## src/rtl/lsu_pkg.sv

```systemverilog
// Shared encodings for the load/store unit SRAM controller: access sizes,
// FSM states, the default acknowledge-timeout and the alignment rule.
package lsu_pkg;

    localparam logic [1:0] LSU_WORD = 2'b00;
    localparam logic [1:0] LSU_RSVD = 2'b01;
    localparam logic [1:0] LSU_HALF = 2'b10;
    localparam logic [1:0] LSU_BYTE = 2'b11;

    localparam int unsigned LSU_TIMEOUT_CYC_DEF = 16;

    typedef enum logic [1:0] {
        ST_IDLE = 2'b00,
        ST_REQ  = 2'b01,
        ST_DONE = 2'b10
    } lsu_state_e;

    // Bytes never misalign; the reserved size behaves like a word.
    function automatic logic lsu_misaligned(input logic [1:0] op, input logic [1:0] lo);
        logic mis;
        case (op)
            LSU_BYTE: mis = 1'b0;
            LSU_HALF: mis = lo[0];
            default:  mis = (lo != 2'b00);
        endcase
        return mis;
    endfunction

endpackage

```

## src/rtl/lsu_ld_extract.sv

```systemverilog
// Load-data lane select and sign/zero extension for the LSU SRAM controller.
module lsu_ld_extract
    import lsu_pkg::*;
(
    input  logic [31:0] rdata_i,
    input  logic [1:0]  addr_lo_i,
    input  logic [1:0]  op_i,
    input  logic        ld_un_i,
    output logic [31:0] data_o
);

    logic [7:0]  byte_s;
    logic [15:0] half_s;
    logic        sign_s;

    // Pick the addressed lane, then extend it to 32 bits.
    always_comb begin
        byte_s = 8'h00;
        half_s = 16'h0000;
        sign_s = 1'b0;
        data_o = rdata_i;
        case (addr_lo_i)
            2'b00:   byte_s = rdata_i[7:0];
            2'b01:   byte_s = rdata_i[15:8];
            2'b10:   byte_s = rdata_i[23:16];
            2'b11:   byte_s = rdata_i[31:24];
            default: byte_s = 8'h00;
        endcase
        if (addr_lo_i[1]) begin
            half_s = rdata_i[31:16];
        end else begin
            half_s = rdata_i[15:0];
        end
        case (op_i)
            LSU_BYTE: begin
                sign_s = ~ld_un_i & byte_s[7];
                data_o = {{24{sign_s}}, byte_s};
            end
            LSU_HALF: begin
                sign_s = ~ld_un_i & half_s[15];
                data_o = {{16{sign_s}}, half_s};
            end
            default: data_o = rdata_i;
        endcase
    end

endmodule

```

## src/rtl/lsu_sram_ctrl.sv

```systemverilog
// Load/store unit to single-port SRAM controller (IDLE -> REQ -> DONE).
// Optional acknowledge timeout is compiled in with macro LSU_TIMEOUT_EN.
module lsu_sram_ctrl
    import lsu_pkg::*;
#(
    parameter int unsigned TIMEOUT_CYC = LSU_TIMEOUT_CYC_DEF
) (
    input  logic        i_clk,
    input  logic        i_rst_n,
    input  logic        i_mem_rd,
    input  logic        i_mem_wren,
    input  logic [1:0]  i_lsu_op,
    input  logic        i_ld_un,
    input  logic [31:0] i_addr,
    input  logic [31:0] i_st_data,
    output logic [31:0] o_ld_data,
    output logic        o_stall,
    output logic        o_misalign,
    output logic        o_timeout,
    output logic        o_sram_req,
    output logic        o_sram_we,
    output logic [31:0] o_sram_addr,
    output logic [31:0] o_sram_wdata,
    output logic [3:0]  o_sram_bmask,
    input  logic [31:0] i_sram_rdata,
    input  logic        i_sram_ack
);

    lsu_state_e  state_q, state_d;
    logic        req_q, req_d;
    logic        we_q, we_d;
    logic [31:0] addr_q, addr_d;
    logic [31:0] wdata_q, wdata_d;
    logic [3:0]  bmask_q, bmask_d;
    logic [1:0]  op_q, op_d;
    logic [1:0]  lo_q, lo_d;
    logic        ld_un_q, ld_un_d;
    logic [31:0] ld_data_q, ld_data_d;
    logic        misalign_q, misalign_d;

    logic        access_s;
    logic        misalign_s;
    logic        start_s;
    logic [3:0]  bmask_s;
    logic [31:0] wdata_s;
    logic [31:0] ext_s;

    assign access_s   = i_mem_rd | i_mem_wren;
    assign misalign_s = access_s & lsu_misaligned(i_lsu_op, i_addr[1:0]);
    assign start_s    = (state_q == ST_IDLE) & access_s & ~misalign_s;

`ifdef LSU_TIMEOUT_EN
    localparam int CNT_W = $clog2(TIMEOUT_CYC + 1);
    logic [CNT_W-1:0] cnt_q, cnt_d, cnt_inc_s;
    logic             timeout_q, timeout_d;
    assign cnt_inc_s = cnt_q + CNT_W'(1);
    assign o_timeout = timeout_q;
`else
    logic timeout_cfg_unused_s;
    assign timeout_cfg_unused_s = (TIMEOUT_CYC == 0);
    assign o_timeout = 1'b0;
`endif

    lsu_ld_extract u_ld_extract (
        .rdata_i   (i_sram_rdata),
        .addr_lo_i (lo_q),
        .op_i      (op_q),
        .ld_un_i   (ld_un_q),
        .data_o    (ext_s)
    );

    // Store lane steering; loads read the whole word with no write data.
    always_comb begin
        bmask_s = 4'b1111;
        wdata_s = i_st_data;
        case (i_lsu_op)
            LSU_BYTE: begin
                bmask_s = 4'b0001 << i_addr[1:0];
                wdata_s = {4{i_st_data[7:0]}};
            end
            LSU_HALF: begin
                bmask_s = i_addr[1] ? 4'b1100 : 4'b0011;
                wdata_s = {2{i_st_data[15:0]}};
            end
            default: begin
                bmask_s = 4'b1111;
                wdata_s = i_st_data;
            end
        endcase
        if (!i_mem_wren) begin
            bmask_s = 4'b1111;
            wdata_s = 32'h0000_0000;
        end else begin
            bmask_s = bmask_s;
        end
    end

    // Next-state and datapath capture for the access FSM.
    always_comb begin
        state_d    = state_q;
        req_d      = req_q;
        we_d       = we_q;
        addr_d     = addr_q;
        wdata_d    = wdata_q;
        bmask_d    = bmask_q;
        op_d       = op_q;
        lo_d       = lo_q;
        ld_un_d    = ld_un_q;
        ld_data_d  = 32'h0000_0000;
        misalign_d = 1'b0;
`ifdef LSU_TIMEOUT_EN
        cnt_d      = cnt_q;
        timeout_d  = 1'b0;
`endif
        case (state_q)
            ST_IDLE: begin
                if (start_s) begin
                    state_d = ST_REQ;
                    req_d   = 1'b1;
                    we_d    = i_mem_wren;
                    addr_d  = {i_addr[31:2], 2'b00};
                    wdata_d = wdata_s;
                    bmask_d = bmask_s;
                    op_d    = i_lsu_op;
                    lo_d    = i_addr[1:0];
                    ld_un_d = i_ld_un;
`ifdef LSU_TIMEOUT_EN
                    cnt_d   = '0;
`endif
                end else begin
                    misalign_d = misalign_s;
                end
            end
            ST_REQ: begin
                if (i_sram_ack) begin
                    state_d   = ST_DONE;
                    req_d     = 1'b0;
                    we_d      = 1'b0;
                    ld_data_d = we_q ? 32'h0000_0000 : ext_s;
                end else begin
`ifdef LSU_TIMEOUT_EN
                    cnt_d = cnt_inc_s;
                    if (cnt_inc_s == CNT_W'(TIMEOUT_CYC)) begin
                        state_d   = ST_DONE;
                        req_d     = 1'b0;
                        we_d      = 1'b0;
                        timeout_d = 1'b1;
                    end else begin
                        state_d = ST_REQ;
                    end
`else
                    state_d = ST_REQ;
`endif
                end
            end
            ST_DONE: begin
                state_d = ST_IDLE;
            end
            default: begin
                state_d = ST_IDLE;
                req_d   = 1'b0;
                we_d    = 1'b0;
            end
        endcase
    end

    // State and registered SRAM-side outputs.
    always_ff @(posedge i_clk or negedge i_rst_n) begin
        if (!i_rst_n) begin
            state_q    <= ST_IDLE;
            req_q      <= 1'b0;
            we_q       <= 1'b0;
            addr_q     <= 32'h0000_0000;
            wdata_q    <= 32'h0000_0000;
            bmask_q    <= 4'b0000;
            op_q       <= 2'b00;
            lo_q       <= 2'b00;
            ld_un_q    <= 1'b0;
            ld_data_q  <= 32'h0000_0000;
            misalign_q <= 1'b0;
        end else begin
            state_q    <= state_d;
            req_q      <= req_d;
            we_q       <= we_d;
            addr_q     <= addr_d;
            wdata_q    <= wdata_d;
            bmask_q    <= bmask_d;
            op_q       <= op_d;
            lo_q       <= lo_d;
            ld_un_q    <= ld_un_d;
            ld_data_q  <= ld_data_d;
            misalign_q <= misalign_d;
        end
    end

`ifdef LSU_TIMEOUT_EN
    // Acknowledge wait counter and its one-cycle expiry flag.
    always_ff @(posedge i_clk or negedge i_rst_n) begin
        if (!i_rst_n) begin
            cnt_q     <= '0;
            timeout_q <= 1'b0;
        end else begin
            cnt_q     <= cnt_d;
            timeout_q <= timeout_d;
        end
    end
`endif

    // Stall rises in the accepting IDLE cycle so the pipeline holds at once.
    assign o_stall      = start_s | (state_q == ST_REQ);
    assign o_sram_req   = req_q;
    assign o_sram_we    = we_q;
    assign o_sram_addr  = addr_q;
    assign o_sram_wdata = wdata_q;
    assign o_sram_bmask = bmask_q;
    assign o_ld_data    = ld_data_q;
    assign o_misalign   = misalign_q;

endmodule

```

## config.mk

```make
export PLATFORM = sky130hd
export DESIGN_NAME = lsu_sram_ctrl
export DESIGN_NICKNAME = d
export VERILOG_FILES = /design/src/rtl/lsu_pkg.sv /design/src/rtl/lsu_ld_extract.sv /design/src/rtl/lsu_sram_ctrl.sv
export SDC_FILE = /design/constraint.sdc
export NUM_CORES = 1
export LEC_CHECK = 0
export BUFFER_PORTS_ARGS = -buffer_cell sky130_fd_sc_hd__buf_2
export CORE_ASPECT_RATIO = 0.9
export CORE_MARGIN = 1
export CORE_UTILIZATION = 48
export DETAILED_ROUTE_END_ITERATION = 7
export GPL_TIMING_DRIVEN = 0
export PLACE_DENSITY_LB_ADDON = 0.08
export SKIP_LAST_GASP = 1
export SYNTH_ARGS = -nofsm -noshare
export SYNTH_HDL_FRONTEND = slang
export SYNTH_SLANG_ARGS = --single-unit
```

## constraint.sdc

```tcl
create_clock -name i_clk -period 1.8 [get_ports i_clk]
set_input_delay 0.27 -clock i_clk [delete_from_list [all_inputs] [get_ports i_clk]]
set_output_delay 0.27 -clock i_clk [all_outputs]
set_load 0.005 [all_outputs]
```

==> flow_summary_export.csv <==
group,metric,value,unit
worst_setup_path,cp-start-kind,"flip-flop",
grt,grt_antenna_before_repair,0,
cells_and_area,antenna_cells,0,
timing,fmax,588,MHz
floorplan,fp.dieH,98.9,um
power_and_ir_drop,p_leak,0.00340,uW
yosys,synth_cell_types,39,
floorplan,die_area,10800,um2
floorplan,initial_utilization,0.505,
timing,worstMarginPinSlew,0.878,ns
yosys,synth_cells,442,
grt,use_met1,0.343,
worst_setup_path,critPathBufInv,2,
yosys,syn_area_per_cell,11.3,um2
yosys,synth_top_cell_area_share,0.540,
timing,finalSetupTns,0,ns
cells_and_area,drive_gt1_frac,0.441,
yosys,syn_area,5010,um2
clocking,cts.clk_slew.worst_paths,0.07,ns
yosys,yosysMostFrequentCell,"dfrtp_1",
yosys,synth_commonest_cells,"dfrtp_1 (108), nand2_1 (60), nor2_1 (38), mux2_2 (33)",
clocking,root_buffer,"clkbuf_16",
clocking,h-tree-depth,3,
worst_setup_path,crit_chain,"nor2_4 -> nand4b_4 -> buf_12 -> nand2_1 -> buf_2",
worst_setup_path,cp.required,1.53,ns
power_and_ir_drop,seqPwrFrac,0.398,
clocking,cts_tree,"yes",
routing,drt_iter0_drc,170,
cells_and_area,final_area,6620,um2
grt,grt_pass1_wl,20.4,mm
yosys,synth_top_area_cell,"dfrtp_1",
power_and_ir_drop,p_sw_frac,0.325,
clocking,hold_buffers,0,
cells_and_area,nFillCells,807,
worst_setup_path,slowest_delay,0.45,ns
worst_setup_path,worstSetupPathType,"reg -> out",
run_status,outcome,"finished, final reports clean",
placed_design,place_area,6210,um2
worst_setup_path,critPathTopFamily,"flip-flops",
power_and_ir_drop,power.switching,2810,uW
worst_setup_path,worstPathArrival,1.43,ns
clocking,cts_sinks,108,
cells_and_area,fin_nets,770,
floorplan,die_w,110,um
run,maxCapViolCount,0,
timing,finalSetupViolations,0,
routing,wirelength,13.0,mm
yosys,synth-seq-cells,108,
placed_design,dp_slack,-0.0708,ns
timing,rsz0062_at_grt,"no",
timing,final.setup.worst_slack,0.0994,ns
power_and_ir_drop,power.density,1310,nW/um2
routing,routedWlPerCell,16.4,um
routing,antenna_left,0,
timing,hold_slack,0.0418,ns
power_and_ir_drop,peakVddDrop,0.795,mV
placed_design,portBuffers,203,
routing,dr_total_vias,4272,
yosys,ys.warnings.count,0,
yosys,synth_area_leaders,"dfrtp_1 (54%), mux2_2 (7.4%), mux2i_1 (5.2%)",
power_and_ir_drop,internal_power,5840,uW
clocking,clk_latency,0.35,ns
timing,fin_skew,0.00709,ns
timing,hold_viol_final,0,
timing,finalWorstPathRequiredPeriod,1.70,ns
routing,via_per_inst,5.36,
cells_and_area,final_core_util,0.667,
worst_hold_path,min_path_type,"in -> async",
grt,grtUsageTotal,0.249,
grt,overflow,0,
cells_and_area,area_growth,32.1,%
timing,post-route-period-util,0.945,
timing,slew_viol_final,0,
power_and_ir_drop,combPwrFrac,0.367,
grt,grt_use_met2,0.375,
clocking,numCtsBuffers,9,
power_and_ir_drop,clock_power_share,0.235,
placed_design,gp_congestion,0.819,
routing,first_pass_iters,4,
grt,grt.busiest_layer,"met2",
floorplan,io_pins,209,
yosys,ys_async_sr_fraction,1.00,
yosys,yosysSeqAreaShare,0.540,
floorplan,rows,34,
timing,slew_headroom,0.415,
placed_design,dp_hpwl,9.83,mm
grt,met3_usage,0.0714,
worst_setup_path,crit_path_end_kind,"output port",
grt,grt_max_degree,70,
floorplan,core_area,9910,um2
clocking,clockBufferDepth,2,
yosys,synth_edf_count,0,
routing,drc,0,
worst_setup_path,path_max_fanout,5,
yosys,ys.flop_type,"dfrtp_1",
worst_setup_path,worst_path_max_delay_cell,"dfrtp_2",
grt,grt_pass1_vias,4047,
[cells by family (layout without fill, tap and decap cells)]
kind of cell    Yosys count  count (layout)  share of synthesized area
compound gates           89              89                      0.118
other cells               1               3                   0.000749
mux                      68              68                      0.169
simple gates            137             137                      0.127
flops                   108             108                      0.540
buf+inv                  39             266                     0.0460
[stage by stage]
step	total power, uW	instances
after global placement	6480	773
after CTS	8630	789
after global routing	9250	797
final	8640	797
after floorplan	5290	444
after detailed placement	6560	774
[path summary, 6_finish.rpt]
kind	slack (ns)	cells after the start	endpoint	startpoint
max	0.1	5	o_stall	state_q[0]
min	0.04	1	o_sram_addr[30]	i_rst_n
max reg2reg	0.13	6	o_sram_wdata[17]	state_q[0]
min reg2reg	0.48	2	o_sram_req	o_sram_req
max in group asynchronous	1.05	2	state_q[0]	i_rst_n
min in group i_clk	0.14	2	ld_un_q	i_ld_un
[worst reg2reg max path, delay by kind of cell (launching register included)]
kind	cells	cell delay, ns
flip-flops	1	0.45
AO/OA/AOI/OAI	1	0.26
AND/OR/NAND/NOR	2	0.28
buffers and inverters	3	0.56
[per-layer routing]
layer  vias to the layer above  routed length (um)
met5                         -                   0
met4                         0                 313
met3                        26                1140
met2                       202                5880
met1                      2016                5700
li1                       2028                   -
[flip-flops by register name, indices dropped and copies added (netlist names)]
name	flops
o_ld_data	32
o_sram_wdata	32
o_sram_addr	30
o_sram_bmask	4
lo_q	2
op_q	2
state_q	2
ld_un_q	1
o_misalign	1
o_sram_req	1
o_sram_we	1
[what timing repair did]
action / CTS / global route
pin swaps: 1 / 1
endpoints found under the setup margin: 1 / 18
resized for setup: 8 / 3
buffers inserted: 0 / 8
[power groups by stage]
stage	Combinational (uW)	Sequential [uW]	Clock, uW
final	3170	3440	2030
after global routing	3500	3540	2210
after CTS	3100	3450	2080
after detailed placement	3080	3480	0
after global placement	3020	3450	0
after floorplan	1750	3550	0
[placed cells by master, fill, tap and decap left out, drive strengths merged, types with 2 or more instances in the layout]
master / count
a21oi: 5
buf: 232
clkbuf: 25
clkinv: 4
conb: 3
dfrtp: 108
inv: 3
mux2: 34
mux2i: 27
mux4: 7
nand2: 61
nand2b: 4
nor2: 38
nor3: 26
nor3b: 2
o211ai: 8
o21ai: 26
o21bai: 2
o22a: 14
o22ai: 15
o31ai: 16
[cell type report]
class                   instances  area (um2)  share of cell area
clock buffers                  10         239              0.0361
repair buffers                212        1100               0.166
plain buffers                  35         230              0.0348
inverters                       3        11.3             0.00170
flip-flops and latches        108        2700               0.409
clock inverters                 6        72.6              0.0110
well taps                     126         158              0.0238
multi-input cells             297        2100               0.318
Note: power is estimated with default switching activity, not from simulation.
